## src/rtl/delay_buff_pkg.sv

```systemverilog
// Shared constants, width helper and stage record for the delay_buff line.
// Optional tap bus is enabled with DELAY_BUFF_TAPS_EN.
package delay_buff_pkg;

  localparam int unsigned DEF_WIDTH = 1;
  localparam int unsigned DEF_DEPTH = 4;

  // Default-width stage record; the top re-declares it at its own WIDTH.
  typedef struct packed {
    logic [DEF_WIDTH-1:0] data;
    logic                 valid;
  } stage_t;

  // Ceiling log2, usable in constant expressions.
  function automatic int unsigned clog2_fn(input int unsigned v);
    int unsigned r;
    r = 0;
    for (int unsigned i = 0; i < 32; i++) begin
      if ((64'(1) << i) < 64'(v)) r = i + 1;
    end
    return r;
  endfunction

endpackage

```

## src/rtl/delay_buff_stage.sv

```systemverilog
// One delay-line stage: {data, valid} register with sync reset, flush and enable.
// Used by delay_buff irrespective of DELAY_BUFF_TAPS_EN.
module delay_buff_stage
  import delay_buff_pkg::*;
#(
  parameter type rec_t = delay_buff_pkg::stage_t
) (
  input  logic clk,
  input  logic rst_n,
  input  logic flush,
  input  logic en,
  input  rec_t d,
  output rec_t q
);

  rec_t stage_q;
  rec_t stage_d;

  // Flush wins over shift; otherwise hold.
  always_comb begin
    stage_d = stage_q;
    if (flush) begin
      stage_d = '0;
    end else if (en) begin
      stage_d = d;
    end
  end

  always_ff @(posedge clk) begin
    if (!rst_n) begin
      stage_q <= '0;
    end else begin
      stage_q <= stage_d;
    end
  end

  assign q = stage_q;

endmodule

```

## src/rtl/delay_buff.sv

```systemverilog
// Stallable multi-stage delay line with runtime tap select and fill tracking.
// Define DELAY_BUFF_TAPS_EN to expose every stage on the flattened taps bus.
module delay_buff
  import delay_buff_pkg::*;
#(
  parameter  int unsigned WIDTH = DEF_WIDTH,
  parameter  int unsigned DEPTH = DEF_DEPTH,
  localparam int unsigned SW    = clog2_fn(DEPTH + 1)
) (
  input  logic             clk,
  input  logic             rst_n,
  input  logic             en,
  input  logic             flush,
  input  logic [WIDTH-1:0] in,
  input  logic             in_valid,
  input  logic [SW-1:0]    sel,
  output logic [WIDTH-1:0] out,
  output logic             out_valid,
  output logic             primed
`ifdef DELAY_BUFF_TAPS_EN
  ,
  output logic [WIDTH*DEPTH-1:0] taps
`endif
);

  typedef struct packed {
    logic [WIDTH-1:0] data;
    logic             valid;
  } stage_w_t;

  stage_w_t      st [DEPTH];
  logic [SW-1:0] cnt_q;
  logic [SW-1:0] cnt_d;
  logic [SW-1:0] sel_eff;

  for (genvar i = 0; i < DEPTH; i++) begin : g_stage
    stage_w_t d_i;

    if (i == 0) begin : g_head
      assign d_i = {in, in_valid};
    end else begin : g_body
      assign d_i = st[i-1];
    end

    delay_buff_stage #(
      .rec_t (stage_w_t)
    ) u_stage (
      .clk   (clk),
      .rst_n (rst_n),
      .flush (flush),
      .en    (en),
      .d     (d_i),
      .q     (st[i])
    );

`ifdef DELAY_BUFF_TAPS_EN
    assign taps[i*WIDTH +: WIDTH] = st[i].data;
`endif
  end

  // Fill counter: shifted cycles since reset/flush, saturating at DEPTH.
  always_comb begin
    cnt_d = cnt_q;
    if (flush) begin
      cnt_d = '0;
    end else if (en && (cnt_q != SW'(DEPTH))) begin
      cnt_d = cnt_q + SW'(1);
    end
  end

  always_ff @(posedge clk) begin
    if (!rst_n) begin
      cnt_q <= '0;
    end else begin
      cnt_q <= cnt_d;
    end
  end

  assign primed = (cnt_q == SW'(DEPTH));

  // Tap mux from registered stages only; out-of-range taps clamp to the deepest stage.
  always_comb begin
    sel_eff   = sel;
    out       = '0;
    out_valid = 1'b0;
    if ((sel == '0) || (sel > SW'(DEPTH))) begin
      sel_eff = SW'(DEPTH);
    end
    for (int unsigned i = 0; i < DEPTH; i++) begin
      if (sel_eff == SW'(i + 1)) begin
        out       = st[i].data;
        out_valid = st[i].valid;
      end
    end
  end

endmodule

```

## config.mk

```make
export PLATFORM = sky130hd
export DESIGN_NAME = delay_buff
export DESIGN_NICKNAME = d
export VERILOG_FILES = /design/src/rtl/delay_buff_pkg.sv /design/src/rtl/delay_buff_stage.sv /design/src/rtl/delay_buff.sv
export SDC_FILE = /design/constraint.sdc
export NUM_CORES = 1
export LEC_CHECK = 0
export ABC_CLOCK_PERIOD_IN_PS = 1800
export CAP_MARGIN = 20
export CORE_AREA = 2 2 39 41
export DETAILED_ROUTE_END_ITERATION = 12
export DIE_AREA = 0 0 41 43
export DONT_BUFFER_PORTS = 1
export SLEW_MARGIN = 40
export SYNTH_ARGS = -nofsm -noshare
export SYNTH_HDL_FRONTEND = slang
export SYNTH_SLANG_ARGS = --single-unit
```

## constraint.sdc

```tcl
create_clock -name clk -period 1.8 [get_ports clk]
set_input_delay 0.18 -clock clk [delete_from_list [all_inputs] [get_ports clk]]
set_output_delay 0.18 -clock clk [all_outputs]
set_load 0.05 [all_outputs]
```

==> results.py, run 1 <==
metrics = {
    "detailed_routing": {
        "via_per_inst": 4.974,
        "drc": 0,
        "antenna_left": 0,
        "drt_iter0_drc": 2,
        "wire_per_inst_um": 11.19,
        "firstDrtPassIters": 3,
        "vias": 388,
        "drt-total-wl_um": 873,
    },
    "timing": {
        "timing.final.ws_setup_ns": 0.1178,
        "worst_pin_slew_ns": 0.4898,
        "fin_tns_setup_ns": 0,
        "period_share": 0.9345,
        "rsz0062_at_grt": "no",
        "setup_viol": 0,
        "report.final.slew_viol_count": 0,
        "fin_crit_ns": 1.682,
        "fmax_mhz": 594.5,
        "hold_violations": 0,
        "skew_ns": 0.001721,
        "whs_ns": 0.06584,
        "maxSlewHeadroom": 0.6757,
    },
    "setup_path": {
        "r2r-start": "cnt_q[0]",
        "reg2regPathDepth": 6,
        "critPathMaxStageDelay_ns": 0.27,
        "cp_max_fo": 3,
        "setup.worst_path.class": "input port to output pin",
        "crit_end": "out_valid",
        "reg2reg_slack_ns": 0.59,
        "cp.required_ns": 1.62,
        "start_kind": "input port",
        "crit_chain": "or2_2 > ha_1 > nor2b_1 > nor2_1 > a32oi_1 > o21ai_1 > buf_4",
        "startpoint": "sel[0]",
        "end_kind": "output pin",
        "cp.arrival_ns": 1.50,
        "crit_path_top_delay_cell": "or2_2",
        "r2r_end": "cnt_q[2]",
    },
    "clocking": {
        "clock-sinks": 11,
        "htreeDepth": 1,
        "cts_tree": "yes",
        "cts_made_buffers": 3,
        "worstSkewPairLatency_ns": 0.26,
        "hold_buffers": 0,
        "ctsRootBufferMaster": "clkbuf_4",
        "cts_setup_buffers": 0,
        "clk_pin_slew_ns": 0.06,
        "cts_buffer_depth": 2,
        "ctsResizeCount": 0,
    },
    "run": {
        "drv_cap": 0,
    },
    "min_path": {
        "holdCritPathClass": "input port to flop",
    },
    "synthesis": {
        "async_flop_share": 0,
        "synth-edff-count": 0,
        "avgSynthCellArea_um2": 9.664,
        "yosysUniqueCellTypes": 20,
        "yosysTopAreaCell": "dfxtp_1",
        "yosysSeqAreaShare": 0.3929,
        "synth-seq-cells": 11,
        "syn_inst": 58,
        "yosysWarnings": 0,
        "synth.area.top_cells": "dfxtp_1 (39%), mux2i_1 (18%), nor2_1 (8.7%), ha_1 (6.7%), buf_6 (4.0%)",
        "synth_flop_cell": "dfxtp_1",
        "synth_area_um2": 560.5,
        "syn_nets": 70,
        "yosysTopAreaCellShare": 0.3929,
    },
    "floorplanning": {
        "die_w_um": 41,
        "rows": 14,
        "fp.dieH_um": 43,
        "ioPinCount": 12,
        "coreArea_um2": 1384,
        "die-area_um2": 1763,
        "initial_core_util": 0.4051,
    },
    "global_routing": {
        "grt_pass1_vias": 341,
        "grt_overflow": 0,
        "antenna_found_initial": 0,
        "grtUsageTotal": 0.1196,
        "grt_max_degree": 12,
        "grt_pass1_wl_um": 1304,
    },
    "power": {
        "p_leak_uw": 0.0002558,
        "p_per_area_nw_per_um2": 754.9,
        "p_total_uw": 452.4,
        "ir_drop_v": 0.0002937,
    },
    "finish": {
        "nNetsFinal": 75,
        "fill_cells": 142,
        "final_cell_area_um2": 599.3,
        "syn_to_final_growth_pct": 6.920,
        "layout_commonest_cell": "nor2_1",
        "drive_above_1_share": 0.1452,
        "final_cell_mix": "nor2_1 (13), dfxtp_1 (11), mux2i_1 (10)",
        "num_antenna_cells": 0,
    },
    "placement": {
        "numPortBuffers": 0,
        "pre_cts_slack_ns": 0.1308,
        "dpl.hpwl_um": 663.1,
        "place_area_um2": 573.1,
        "place_congestion": 0.6506,
    },
    "outcome": {
        "outcome": "complete, no violations",
    },
}
worst min-delay path by stage:
| stage | slack (ns) | start | depth (start not counted) | end |
|---|---|---|---|---|
| after CTS | 0.06 | in | 2 | g_stage[0].u_stage.q[1] |
| after detailed placement | 0.34 | in | 2 | g_stage[0].u_stage.q[1] |
| after global placement | 0.33 | in | 2 | g_stage[0].u_stage.q[1] |
| after global routing | 0.08 | en | 2 | g_stage[1].u_stage.q[1] |
| final | 0.07 | in | 2 | g_stage[0].u_stage.q[1] |
| after floorplan | 0.33 | in_valid | 2 | g_stage[0].u_stage.q[0] |
layout make-up:
| class | count | area [um^2] | area share |
|---|---|---|---|
| inverters | 3 | 11.26 | 0.01879 |
| well taps | 16 | 20.02 | 0.03340 |
| repair buffers | 2 | 15.01 | 0.02505 |
| multi-input cells | 42 | 306.5 | 0.5115 |
| clock buffers | 4 | 26.28 | 0.04384 |
| flip-flops and latches | 11 | 220.2 | 0.3674 |
flip-flops by register name, summed over array words and instances (netlist names):
| register | cells |
|---|---|
| cnt_q | 3 |
| g_stage.u_stage.q | 8 |
through the flow:
stage          utilization  cells
5_1_grt             0.4331     78
3_5_place_dp        0.4141     74
4_1_cts             0.4331     78
6_report            0.4331     78
3_3_place_gp        0.4141     74
2_1_floorplan            -     58
per-layer routing:
| layer | share of wire | GRT usage | vias to the layer above |
|---|---|---|---|
| met5 | 0 | 0 | - |
| met4 | 0.039 | 0.1400 | 0 |
| met3 | 0.044 | 0.03141 | 4 |
| met2 | 0.45 | 0.1531 | 9 |
| met1 | 0.47 | 0.1391 | 171 |
| li1 | - | - | 204 |
synth_stat cells (2+ instances only):
library cell,count
ha_1,3
a32oi_1,2
inv_1,3
mux2i_1,10
dfxtp_1,11
nor2_1,13
buf_6,2
o21ai_0,2
power by group:
part / switching [uW] / leakage (uW) / internal (uW)
sequential: 2.65 / 0.0000890 / 247
clock: 78.0 / 0.0000150 / 85.7
combinational: 20.0 / 0.000152 / 19.2
total: 101 / 0.000256 / 352
logic make-up after synthesis:
logic type	after synthesis	share of synthesized area
AND/OR/NAND/NOR	20	0.1652
flip-flops	11	0.3929
multiplexers	10	0.1786
AO/OA/AOI/OAI	7	0.1049
buffers and inverters	5	0.06026
adder cells (fa/ha/maj)	3	0.06697
XOR/XNOR	2	0.03126
critical path, delay by kind of cell:
kind,cells,cell delay (ns)
AND/OR/NAND/NOR,3,0.56
AO/OA/AOI/OAI,2,0.29
adder cells (fa/ha/maj),1,0.27
buffers and inverters,1,0.19
No activity file was read; power rests on OpenSTA's default activity.
==> run 2, diff against run 1 <==
--- a/config.mk
+++ b/config.mk
@@ -9,6 +9,9 @@
 export CAP_MARGIN = 20
-export CORE_AREA = 2 2 39 41
+export CELL_PAD_IN_SITES_DETAIL_PLACEMENT = 0
+export CELL_PAD_IN_SITES_GLOBAL_PLACEMENT = 1
+export CORE_MARGIN = 2
+export CORE_UTILIZATION = 43
 export DETAILED_ROUTE_END_ITERATION = 12
-export DIE_AREA = 0 0 41 43
 export DONT_BUFFER_PORTS = 1
+export PLACE_DENSITY_LB_ADDON = 0.1
 export SLEW_MARGIN = 40
==> constraint.sdc (replaced) <==
create_clock -name clk -period 1.8 [get_ports clk]
set_input_delay 0.27 -clock clk [delete_from_list [all_inputs] [get_ports clk]]
set_output_delay 0.27 -clock clk [all_outputs]
set_load 0.05 [all_outputs]
==> run 2 against run 1 <==
  * Via count grew 2.1%
  * Clock-buffer cell count is the same
  * Cell count shrank 1.3%
  * Combinational power grew 28%
  * Clock power is essentially flat
  * Register-to-register slack lost 0.06 ns
  * Non-clock buffer count is the same
  * Total power grew 2.9%
  * Clock skew grew 0.0037 ns
  * Core utilization grew 9.2 points
  * Wire length grew 9.5%
  * Highest routed layer unchanged
==> results.py, run 2 (synthesized netlist as in run 1, its figures left out) <==
metrics = {
    "outcome": {
        "outcome": "complete, no violations",
    },
    "floorplanning": {
        "die-area_um2": 1608,
        "initial_core_util": 0.4476,
        "die_w_um": 40.11,
        "coreArea_um2": 1252,
        "fp.dieH_um": 40.11,
        "rows": 13,
        "ioPinCount": 12,
    },
    "clocking": {
        "ctsRootBufferMaster": "clkbuf_4",
        "worstSkewPairLatency_ns": 0.27,
        "cts_tree": "yes",
        "cts_made_buffers": 3,
        "cts_buffer_depth": 2,
        "clock-sinks": 11,
        "cts_setup_buffers": 0,
        "clk_pin_slew_ns": 0.07,
        "hold_buffers": 0,
        "htreeDepth": 1,
    },
    "finish": {
        "final_util": 0.5255,
        "multi_input_area_um2": 341.6,
        "seq_area_um2": 220.2,
        "drive_above_1_share": 0.2419,
        "syn_to_final_growth_pct": 17.41,
        "final_cell_mix": "nor2_1 (12), dfxtp_1 (11), mux2i_1 (10)",
        "layout_commonest_cell": "nor2_1",
        "largest_reg_flops": 8,
        "nNetsFinal": 75,
        "final_cell_area_um2": 658.1,
        "fill_cells": 124,
        "num_antenna_cells": 0,
    },
    "detailed_routing": {
        "drt-total-wl_um": 956,
        "vias": 396,
        "wire_per_inst_um": 12.42,
        "drt_iter0_drc": 2,
        "antenna_left": 0,
        "firstDrtPassIters": 2,
        "via_per_inst": 5.143,
        "drc": 0,
    },
    "timing": {
        "setup_viol": 0,
        "worst_pin_slew_ns": 0.4901,
        "maxSlewHeadroom": 0.6756,
        "rsz0062_at_grt": "no",
        "fmax_mhz": 582.9,
        "whs_ns": 0.1522,
        "report.final.slew_viol_count": 0,
        "fin_crit_ns": 1.715,
        "hold_violations": 0,
        "fin_tns_setup_ns": 0,
        "skew_ns": 0.005452,
        "period_share": 0.9530,
    },
    "setup_path": {
        "start_kind": "input port",
        "end_kind": "output pin",
        "critical-path-top-delay-family": "simple AND/OR/NAND/NOR gates",
        "cp.arrival_ns": 1.45,
        "crit_path_top_delay_cell": "or2_2",
        "setup.worst_path.class": "input port to output pin",
        "critPathMaxStageDelay_ns": 0.30,
        "cp.required_ns": 1.53,
        "cp_max_fo": 3,
        "crit_chain": "or2_2 > ha_4 > nor2b_4 > nor2_2 > a32oi_1 > o21ai_2 > buf_12",
        "path_buf_inv": 1,
    },
    "power": {
        "p_total_uw": 465.4,
        "p_per_area_nw_per_um2": 707.1,
        "p_leak_uw": 0.0002720,
        "ir_drop_v": 0.0004368,
    },
    "run": {
        "drv_cap": 0,
    },
    "placement": {
        "numPortBuffers": 0,
        "dpl.hpwl_um": 748.8,
        "place_congestion": 0.7392,
        "place_area_um2": 604.3,
    },
    "global_routing": {
        "grt_pass1_wl_um": 1497,
        "grt_overflow": 0,
        "antenna_found_initial": 0,
        "grt_pass1_vias": 364,
        "grtUsageTotal": 0.1455,
        "grt_max_degree": 12,
    },
    "min_path": {
        "holdCritPathClass": "input port to flop",
    },
}
-- run 2: cell counts in the layout (fill, tap and decap cells not counted) --
Identical to the previous run, type by type.
-- run 2: worst paths after layout --
| path | cells past startpoint | end | startpoint | slack, ns |
|---|---|---|---|---|
| worst max register to register | 6 | cnt_q[2] | cnt_q[0] | 0.53 |
| worst min-delay path | 2 | g_stage[1].u_stage.q[1] | en | 0.15 |
| worst max-delay path | 7 | out_valid | sel[0] | 0.08 |
| worst min register to register | 2 | g_stage[3].u_stage.q[1] | g_stage[3].u_stage.q[1] | 0.52 |
-- run 2: metal layers --
| metal | GRT usage | part of all wire | up-vias |
|---|---|---|---|
| li1 | - | - | 203 |
| met3 | 0.03333 | 0.047 | 3 |
| met2 | 0.2258 | 0.49 | 11 |
| met1 | 0.1745 | 0.44 | 179 |
| met5 | 0 | 0 | - |
| met4 | 0.1034 | 0.020 | 0 |
-- run 2: final cells by class --
cell class,count,share of cell area
multi-input cells,42,0.5190
well taps,15,0.02852
flip-flops and latches,11,0.3346
inverters,3,0.01711
repair buffers,2,0.06084
clock buffers,4,0.03992
-- run 2: what timing repair did --
action                     4_1_cts  5_1_grt
gates cloned                     0        0
pin swaps                        1        1
setup endpoints to repair        2        2
resized for setup                1        4
-- run 2: power by group --
| part | internal (uW) | switching [uW] | total, uW |
|---|---|---|---|
| clock network | 85.8 | 79.2 | 165 |
| logic | 26.3 | 24.1 | 50.4 |
| registers | 247 | 3.11 | 250 |
| total | 359 | 106 | 465 |
-- run 2: per-stage QoR --
| stage | cells | setup slack [ns] |
|---|---|---|
| finish | 77 | 0.08456 |
| floorplan | 58 | -0.03961 |
| global placement | 73 | -0.009284 |
| detailed placement | 73 | -0.03299 |
| CTS | 77 | 0.007801 |
| global route | 77 | 0.04298 |
